File: config.mk
export PLATFORM = sky130hd
export DESIGN_NAME = example_text_fetch
export DESIGN_NICKNAME = d
export VERILOG_FILES = /design/src/rtl/rv_config.sv /design/src/rtl/example_text_fetch.sv
export SDC_FILE = /design/constraint.sdc
export NUM_CORES = 1
export LEC_CHECK = 0
export CAP_MARGIN = 20
export CORE_MARGIN = 1.5
export CORE_UTILIZATION = 50
export DETAILED_ROUTE_END_ITERATION = 16
export HOLD_SLACK_MARGIN = 0.06
export PLACE_DENSITY = 0.76
export SLEW_MARGIN = 15
export SYNTH_ARGS = -nofsm -noshare
export SYNTH_HDL_FRONTEND = slang
export SYNTH_SLANG_ARGS = --single-unit
File: constraint.sdc
create_clock -name clock -period 3.4 [get_ports clock]
set_clock_uncertainty 0.2 [all_clocks]
set_input_delay 0.68 -clock clock [delete_from_list [all_inputs] [get_ports clock]]
set_output_delay 0.68 -clock clock [all_outputs]
set_load 0.01 [all_outputs]
File: src/rtl/rv_config.sv
// ============================================================================
// Package : rv_config
// Brief   : Memory-map constants shared by the instruction-side blocks.
//           TEXT_BEGIN is the byte address of the first text word and the
//           text region spans 2**TEXT_BITS bytes from there.
// Revision: 1.0 - initial release
// ============================================================================
`default_nettype none

package rv_config;

    localparam int          TEXT_BITS  = 8;
    localparam logic [31:0] TEXT_BEGIN = 32'h0040_0000;

endpackage

`default_nettype wire

File: src/rtl/example_text_fetch.sv
// ============================================================================
// Module  : example_text_fetch
// Brief   : Sequential instruction prefetcher. Reads one word per cycle from a
//           combinational text memory into a DEPTH-entry FIFO and presents the
//           head as a valid/ready stream of {instruction, byte address}.
//           Redirect flushes the FIFO and restarts fetch; misaligned or
//           out-of-region fetch addresses raise a sticky fault.
//           Optional feature macro: EXAMPLE_TEXT_FETCH_PERF_EN adds the
//           fetch_count / stall_count performance counter outputs.
// Revision: 1.0 - initial release
// ============================================================================
`default_nettype none

module example_text_fetch #(
    parameter int          DEPTH    = 4,
    parameter logic [31:0] RESET_PC = rv_config::TEXT_BEGIN
) (
    input  logic                             clock,
    input  logic                             reset,
    output logic [rv_config::TEXT_BITS-3:0]  mem_address,
    input  logic [31:0]                      mem_q,
    input  logic                             redirect,
    input  logic [31:0]                      redirect_pc,
    output logic                             out_valid,
    input  logic                             out_ready,
    output logic [31:0]                      out_inst,
    output logic [31:0]                      out_pc,
    output logic                             fault
`ifdef EXAMPLE_TEXT_FETCH_PERF_EN
    ,
    output logic [31:0]                      fetch_count,
    output logic [31:0]                      stall_count
`endif
);

    localparam int          TEXT_BITS = rv_config::TEXT_BITS;
    localparam int          PTR_W     = $clog2(DEPTH);
    localparam int          CNT_W     = PTR_W + 1;
    localparam logic [CNT_W-1:0] FULL_COUNT = CNT_W'(DEPTH);
    // One past the last text byte; 33 bits so a region ending at 2**32 is exact.
    localparam logic [32:0] TEXT_END  = {1'b0, rv_config::TEXT_BEGIN} + (33'd1 << TEXT_BITS);

    // ------------------------------------------------------------------------
    // State
    // ------------------------------------------------------------------------
    logic [31:0]      fetch_pc_q, fetch_pc_d;
    logic [CNT_W-1:0] count_q,    count_d;
    logic [PTR_W-1:0] wr_ptr_q,   wr_ptr_d;
    logic [PTR_W-1:0] rd_ptr_q,   rd_ptr_d;
    logic             fault_q,    fault_d;

    // FIFO payload storage; only meaningful where count says an entry lives.
    logic [31:0]      inst_mem_q [DEPTH];
    logic [31:0]      pc_mem_q   [DEPTH];

    logic             pop;
    logic             push;
    logic             full;
    logic             in_range;
    logic             push_opportunity;

    // ------------------------------------------------------------------------
    // Combinational status
    // ------------------------------------------------------------------------
    assign mem_address = fetch_pc_q[TEXT_BITS-1:2];
    assign out_valid   = (count_q != '0);
    assign out_inst    = inst_mem_q[rd_ptr_q];
    assign out_pc      = pc_mem_q[rd_ptr_q];
    assign fault       = fault_q;

    assign pop      = out_valid && out_ready;
    assign full     = (count_q == FULL_COUNT);
    assign in_range = (fetch_pc_q >= rv_config::TEXT_BEGIN) &&
                      ({1'b0, fetch_pc_q} < TEXT_END);
    // A slot is available when not full, or when the head leaves this cycle.
    assign push_opportunity = !fault_q && (!full || pop);

    // Next-state: redirect flushes and restarts; otherwise pop/push the FIFO.
    always_comb begin
        fetch_pc_d = fetch_pc_q;
        count_d    = count_q;
        wr_ptr_d   = wr_ptr_q;
        rd_ptr_d   = rd_ptr_q;
        fault_d    = fault_q;
        push       = 1'b0;

        if (reset) begin
            push = 1'b0;
        end else if (redirect) begin
            // Any concurrent transfer is simply dropped along with the queue.
            count_d    = '0;
            wr_ptr_d   = '0;
            rd_ptr_d   = '0;
            fetch_pc_d = redirect_pc;
            fault_d    = (redirect_pc[1:0] != 2'b00);
        end else begin
            if (pop) begin
                rd_ptr_d = rd_ptr_q + 1'b1;
            end
            if (push_opportunity) begin
                if (in_range) begin
                    push       = 1'b1;
                    wr_ptr_d   = wr_ptr_q + 1'b1;
                    fetch_pc_d = fetch_pc_q + 32'd4;
                end else begin
                    // Ran off the text region (or started outside it): stop.
                    fault_d = 1'b1;
                end
            end
            count_d = count_q + CNT_W'(push) - CNT_W'(pop);
        end
    end

    // Control registers with synchronous active-high reset.
    always_ff @(posedge clock) begin
        if (reset) begin
            fetch_pc_q <= RESET_PC;
            count_q    <= '0;
            wr_ptr_q   <= '0;
            rd_ptr_q   <= '0;
            fault_q    <= 1'b0;
        end else begin
            fetch_pc_q <= fetch_pc_d;
            count_q    <= count_d;
            wr_ptr_q   <= wr_ptr_d;
            rd_ptr_q   <= rd_ptr_d;
            fault_q    <= fault_d;
        end
    end

    // FIFO tail write of the fetched word and its byte address.
    always_ff @(posedge clock) begin
        if (push) begin
            inst_mem_q[wr_ptr_q] <= mem_q;
            pc_mem_q[wr_ptr_q]   <= fetch_pc_q;
        end
    end

`ifdef EXAMPLE_TEXT_FETCH_PERF_EN
    logic [31:0] fetch_count_q;
    logic [31:0] stall_count_q;

    // Performance counters: cleared only by reset, wrap naturally at 2**32.
    always_ff @(posedge clock) begin
        if (reset) begin
            fetch_count_q <= '0;
            stall_count_q <= '0;
        end else begin
            if (push) begin
                fetch_count_q <= fetch_count_q + 32'd1;
            end
            if (out_valid && !out_ready) begin
                stall_count_q <= stall_count_q + 32'd1;
            end
        end
    end

    assign fetch_count = fetch_count_q;
    assign stall_count = stall_count_q;
`endif

endmodule

`default_nettype wire

==> results.cfg, run 1 <==
[sta]
hold_viol_final = 0
maxSlewViolCount = 0
min_period_over_period_pct = 96.8
max_slew_margin_pct = 32.2
rsz0062_at_grt = no
max_freq_mhz = 304
worstMarginPinSlew_ps = 1020
setup_viol = 0
fin_setup_tns_ps = 0
fin_crit_ps = 3290

[floorplanning]
std_cell_rows = 54
die_area_sq_mm = 0.0230
core_area_sq_mm = 0.0218
start_util_pct = 50.9
chipWidth_um = 152
die_h_um = 152
io_pins = 140

[critical_path]
crit_required_ps = 2520
r2r_slack_ps = 410
rr_startpoint = fetch_pc_q[12]
cp-start-kind = register
cp_max_fo = 29
timing.rr.end = count_q[2]
rr_worst_depth = 10
crit_type = reg2out
arrival_ps = 2410
end_kind = output pin

[drt]
avgViaCountPerCell = 5.65
vias = 5585
drt-pass1-iter-count = 4
first_iter_violations = 427
route.antenna.remaining_nets = 0
finalWirelength_um = 21900
drc = 0
wl_per_cell_um = 22.1

[synth]
synth-xor-area-share_pct = 0.475
yosys_warnings = 0
synth_edf_count = 256
async_reset_ff_share_pct = 0
syn-cell-area_sq_mm = 0.0111
yosysTopAreaCell = edfxtp_1
synth_fp_nets = 597
synthCells = 520
yosys.area_share.simple_pct = 3.52
synth_compound_area_share_pct = 2.74
synth_adder_area_share_pct = 1.09
synth-seq-cells = 298
synth-seq-area-share_pct = 77.1
synth_top_area_share_pct = 69.5
synth.area.top_cells = edfxtp_1, mux4_2, dfxtp_1, a22o_1, ha_1
synth_top_family_by_area = multiplexers
synth_mux_area_share_pct = 13.6
ys_types = 46
syn_avg_cell_area_sq_um = 21.3
synth_flop_cell = edfxtp_1

[layout]
syn_to_final_growth_pct = 26.3
layout-drive-gt1-share_pct = 21.8
nets = 763
fin_util_pct = 64.3
diodes = 0
fillers = 1446

[placed_design]
hpwl_um = 13900
io_buffers = 139
place.gp.congestion = 0.813

[cts]
post_cts_buffers = 0
worstSkewPairLatency_ps = 530
root_buffer = clkbuf_16
cts.clk_slew.worst_paths_ps = 60
hold_buffers = 0
postCtsResizedCells = 0
cts_made_buffers = 29
clockBufferDepth = 3
clock_sinks = 298
cts_tree = built
htree_levels = 1

[pwr]
p_leak_uw = 0.00452
ir_drop_v = 0.000363
power_density_mw_per_mm2 = 530
finalPower_uw = 7410

[global_routing]
grt_overflow_total = 0
grt_pass1_wl_um = 32600
grt_use_total_pct = 19.1
grt_pass1_vias = 5821
antenna_found_initial = 0
grt_max_degree = 43

[min_path]
hold_path_class = reg2reg
min_from = wr_ptr_q[1]
worstHoldEndpoint = wr_ptr_q[1]
whs_path_depth = 2

[outcome]
status = finished, final reports clean

[job]
drv_cap = 0
worst max path at each step:
stage,to,cells after the start,startpoint,slack [ps]
after global placement,count_q[2],12,out_ready,170
after CTS,out_inst[23],3,register,90
after floorplan,inst_mem_q[0][0],5,fetch_pc_q[12],330
after detailed placement,fetch_pc_q[7],8,out_ready,100
final,out_pc[20],3,register,110
after global routing,out_pc[20],3,register,2
placed cells by master (no fill, tap or decap), drive strengths merged, types with 5 or more instances in the layout:
cell / instances
buf: 24
and2: 8
edfxtp: 256
mux4: 64
nand2: 9
clkinv: 8
nor2: 21
ha: 8
clkdlybuf4s50: 139
mux2i: 6
dfxtp: 42
clkbuf: 38
inv: 9
or4: 5
a22o: 19
cell families (layout without fill, tap and decap cells):
logic type / after synthesis / count (layout)
buffers and inverters: 37 / 225
AO/OA/AOI/OAI: 36 / 36
AND/OR/NAND/NOR: 64 / 64
XOR/XNOR: 6 / 6
adder cells (fa/ha/maj): 9 / 9
multiplexers: 70 / 70
flip-flops: 298 / 298
cell usage after synthesis, types with 6 or more instances:
master / n
a22o_1: 19
and2_1: 8
buf_1: 6
buf_4: 6
clkbuf_1: 13
dfxtp_1: 42
edfxtp_1: 256
ha_1: 8
inv_1: 9
mux2i_1: 6
mux4_2: 64
nand2_1: 8
nor2_1: 20
worst max-delay path, stage by stage (launching register included):
cell and delay, ps:
dfxtp_4 650, buf_4 340, mux4_2 330, clkdlybuf4s50_1 550
state kept, by name (all words and copies together), names as in the netlist, named ones only:
| register | cells |
|---|---|
| inst_mem_q | 128 |
| pc_mem_q | 128 |
| fetch_pc_q | 32 |
| count_q | 3 |
| rd_ptr_q | 2 |
| wr_ptr_q | 2 |
| fault | 1 |
power breakdown:
| part | total (uW) | internal, uW | switching [uW] |
|---|---|---|---|
| Sequential | 4030 | 3990 | 42.7 |
| Combinational | 243 | 136 | 107 |
| Clock | 3130 | 1860 | 1270 |
metrics by stage:
stage                     area (sq um)  cells  setup WS [ps]  hold slack (ps)
after floorplan                  11100    520            329              259
after global placement           13000    935            168              286
after detailed placement         13000    935            105              299
after CTS                        14000    988           87.1              308
after global routing             14000    988           1.92              323
final                            14000    988            109              311
layout make-up:
cell class	instances	area [sq um]	share of cell area, %
Multi-Input combinational cell	185	2380	17.0
Tap cell	280	350	2.51
Clock inverter	15	159	1.14
Sequential cell	298	8540	61.1
Inverter	9	33.8	0.242
Clock buffer	38	790	5.65
Timing Repair Buffer	163	1730	12.4
routing by layer:
layer,vias to the layer above,track usage (%),wire [um]
met1,2854,26.6,9060
met2,230,30.5,10700
met3,42,4.10,1630
met4,0,5.77,492
met5,-,0,0
li1,2459,-,-
Note: power is estimated with default switching activity, not from simulation.
==> run 2: changes to the inputs <==
- CORE_UTILIZATION: 50 -> 54
- PLACE_DENSITY: 0.76 -> 0.78
- clock period: 3.4 -> 3.1 ns (I/O delays scaled with it)
==> results.cfg, run 2 (same netlist as run 1, synthesis figures left out) <==
[cts]
cts_made_buffers = 28
clock_sinks = 298
hold_buffers = 0
htree_levels = 1
cts_tree = built
clockBufferDepth = 3
worstSkewPairLatency_ps = 530
cts.clk_slew.worst_paths_ps = 60
root_buffer = clkbuf_16

[sta]
fin_crit_ps = 3080
max_freq_mhz = 324
worstMarginPinSlew_ps = 1000
max_slew_margin_pct = 33.0
hold_viol_final = 0
maxSlewViolCount = 0
setup_viol = 0
min_period_over_period_pct = 99.4
whs_ps = 310
rsz0062_at_grt = yes

[critical_path]
rr_startpoint = fetch_pc_q[8]
crit_family = buffers and inverters
end_kind = output pin
crit_type = reg2out
critPathBufInv = 2
timing.rr.end = count_q[2]
slowest_stage = mux4_2
cp_max_fo = 27
crit_required_ps = 2280
cp-start-kind = register
r2r_slack_ps = 150
rr_worst_depth = 10
slowest_delay_ps = 570
arrival_ps = 2260
cp_cell_sequence = buf_16, mux4_2, clkdlybuf4s50_1

[global_routing]
antenna_found_initial = 0
grt_pass1_wl_um = 33800
grt_pass1_vias = 5914
grt_use_total_pct = 20.7
grt_max_degree = 38
grt_overflow_total = 0

[layout]
diodes = 0
multiInputGateArea_sq_mm = 0.00239
syn_to_final_growth_pct = 26.6
final_cell_area_sq_mm = 0.0140
layout_commonest_cell = edfxtp_1
layout-drive-gt1-share_pct = 21.2
most-common-layout-cells = edfxtp_1, clkdlybuf4s50_1, mux4_2
reg.largest.list = inst_mem_q: 128 flops, pc_mem_q: 128 flops, fetch_pc_q: 32 flops
fillers = 1281
final-seq-area_sq_mm = 0.00854
nets = 767

[pwr]
power_density_mw_per_mm2 = 561
finalPower_uw = 7850
p_leak_uw = 0.00476
ir_drop_v = 0.000433

[drt]
top_layer_used = met4
wl_met1_um = 9200
route.antenna.remaining_nets = 0
first_iter_violations = 393
wl_per_cell_um = 22.1
route.met2.wl_um = 10700
avgViaCountPerCell = 5.65
finalWirelength_um = 21600
vias = 5527
drc = 0
drt-pass1-iter-count = 4
route.met3.wl_um = 1330

[outcome]
status = finished, final reports clean

[floorplanning]
core_area_sq_mm = 0.0202
die_area_sq_mm = 0.0214
die_h_um = 146
std_cell_rows = 52
chipWidth_um = 146
start_util_pct = 54.9
io_pins = 140

[placed_design]
io_buffers = 139
post_dp_cell_area_sq_mm = 0.0131
place.gp.congestion = 0.838
hpwl_um = 13400

[min_path]
whs_path_depth = 2
hold_path_class = reg2reg
min_from = wr_ptr_q[1]
worstHoldEndpoint = wr_ptr_q[1]

[job]
drv_cap = 0
run 2: cell count changes in the layout (fill, tap and decap cells not counted), moves of 4 or more:
cell,delta
clkinv_1,+5
clkinvlp_4,-4
clkdlybuf4s50_1,-51
dlygate4sd2_1,+26
dlymetal6s2s_1,+25
run 2: layout make-up:
cell class	instances	share of cell area [%]
Clock buffer	38	5.56
Clock inverter	11	0.518
Inverter	9	0.241
Multi-Input combinational cell	185	17.0
Sequential cell	298	60.9
Tap cell	270	2.41
Timing Repair Buffer	168	13.3
run 2: layer usage:
layer | vias to the layer above | GRT usage (%)
met4 | 0 | 4.29
met1 | 2817 | 29.7
met5 | - | 0
li1 | 2468 | -
met2 | 213 | 34.2
met3 | 29 | 3.25
run 2: timing repair:
| item | in CTS | in global routing |
|---|---|---|
| endpoints found under the setup margin | 43 | 30 |
| gates cloned | 0 | 0 |
| pin swaps | 0 | 1 |
| buffers inserted | 1 | 0 |
| gates resized for setup | 27 | 27 |
run 2: how the worst max path moves through the flow:
stage	startpoint	endpoint	slack [ps]	depth (start not counted)
global route	register	out_inst[13]	-60	3
CTS	register	out_inst[13]	-10	3
global placement	out_ready	count_q[2]	-70	12
floorplan	fetch_pc_q[12]	inst_mem_q[0][0]	30	5
detailed placement	out_ready	fetch_pc_q[7]	-220	8
finish	register	out_inst[13]	20	3
run 2: where the power goes:
| group | leakage [uW] | switching [uW] | internal, uW | total [uW] |
|---|---|---|---|---|
| Combinational | 0.00169 | 118 | 150 | 267 |
| Clock | 0.000419 | 1340 | 1830 | 3160 |
| Sequential | 0.00264 | 44.0 | 4380 | 4420 |
| Total | 0.00476 | 1500 | 6350 | 7850 |
run 2: metrics by stage:
stage	worst slack (ps)	TNS [ps]	util, %	instances
after floorplan	29.4	0	-	520
after global placement	-71.7	-71.7	64.8	929
after detailed placement	-218	-3780	64.8	929
after CTS	-13.3	-13.4	69.1	979
after global routing	-57.8	-104	69.4	979
final	17.6	0	69.4	979
run 2: worst register-to-register path: cells and delay by family (launching register included):
kind,cells,cell delay [ps]
buf+inv,1,40
simple gates,4,1100
xor+xnor,2,290
fa+ha+maj,3,860
flops,1,360
==> run 3: changes to the inputs <==
- CAP_MARGIN: 20 -> 5
==> results of run 3 <==
Same layout as run 2: the final DEF is identical, and so are final timing and power.
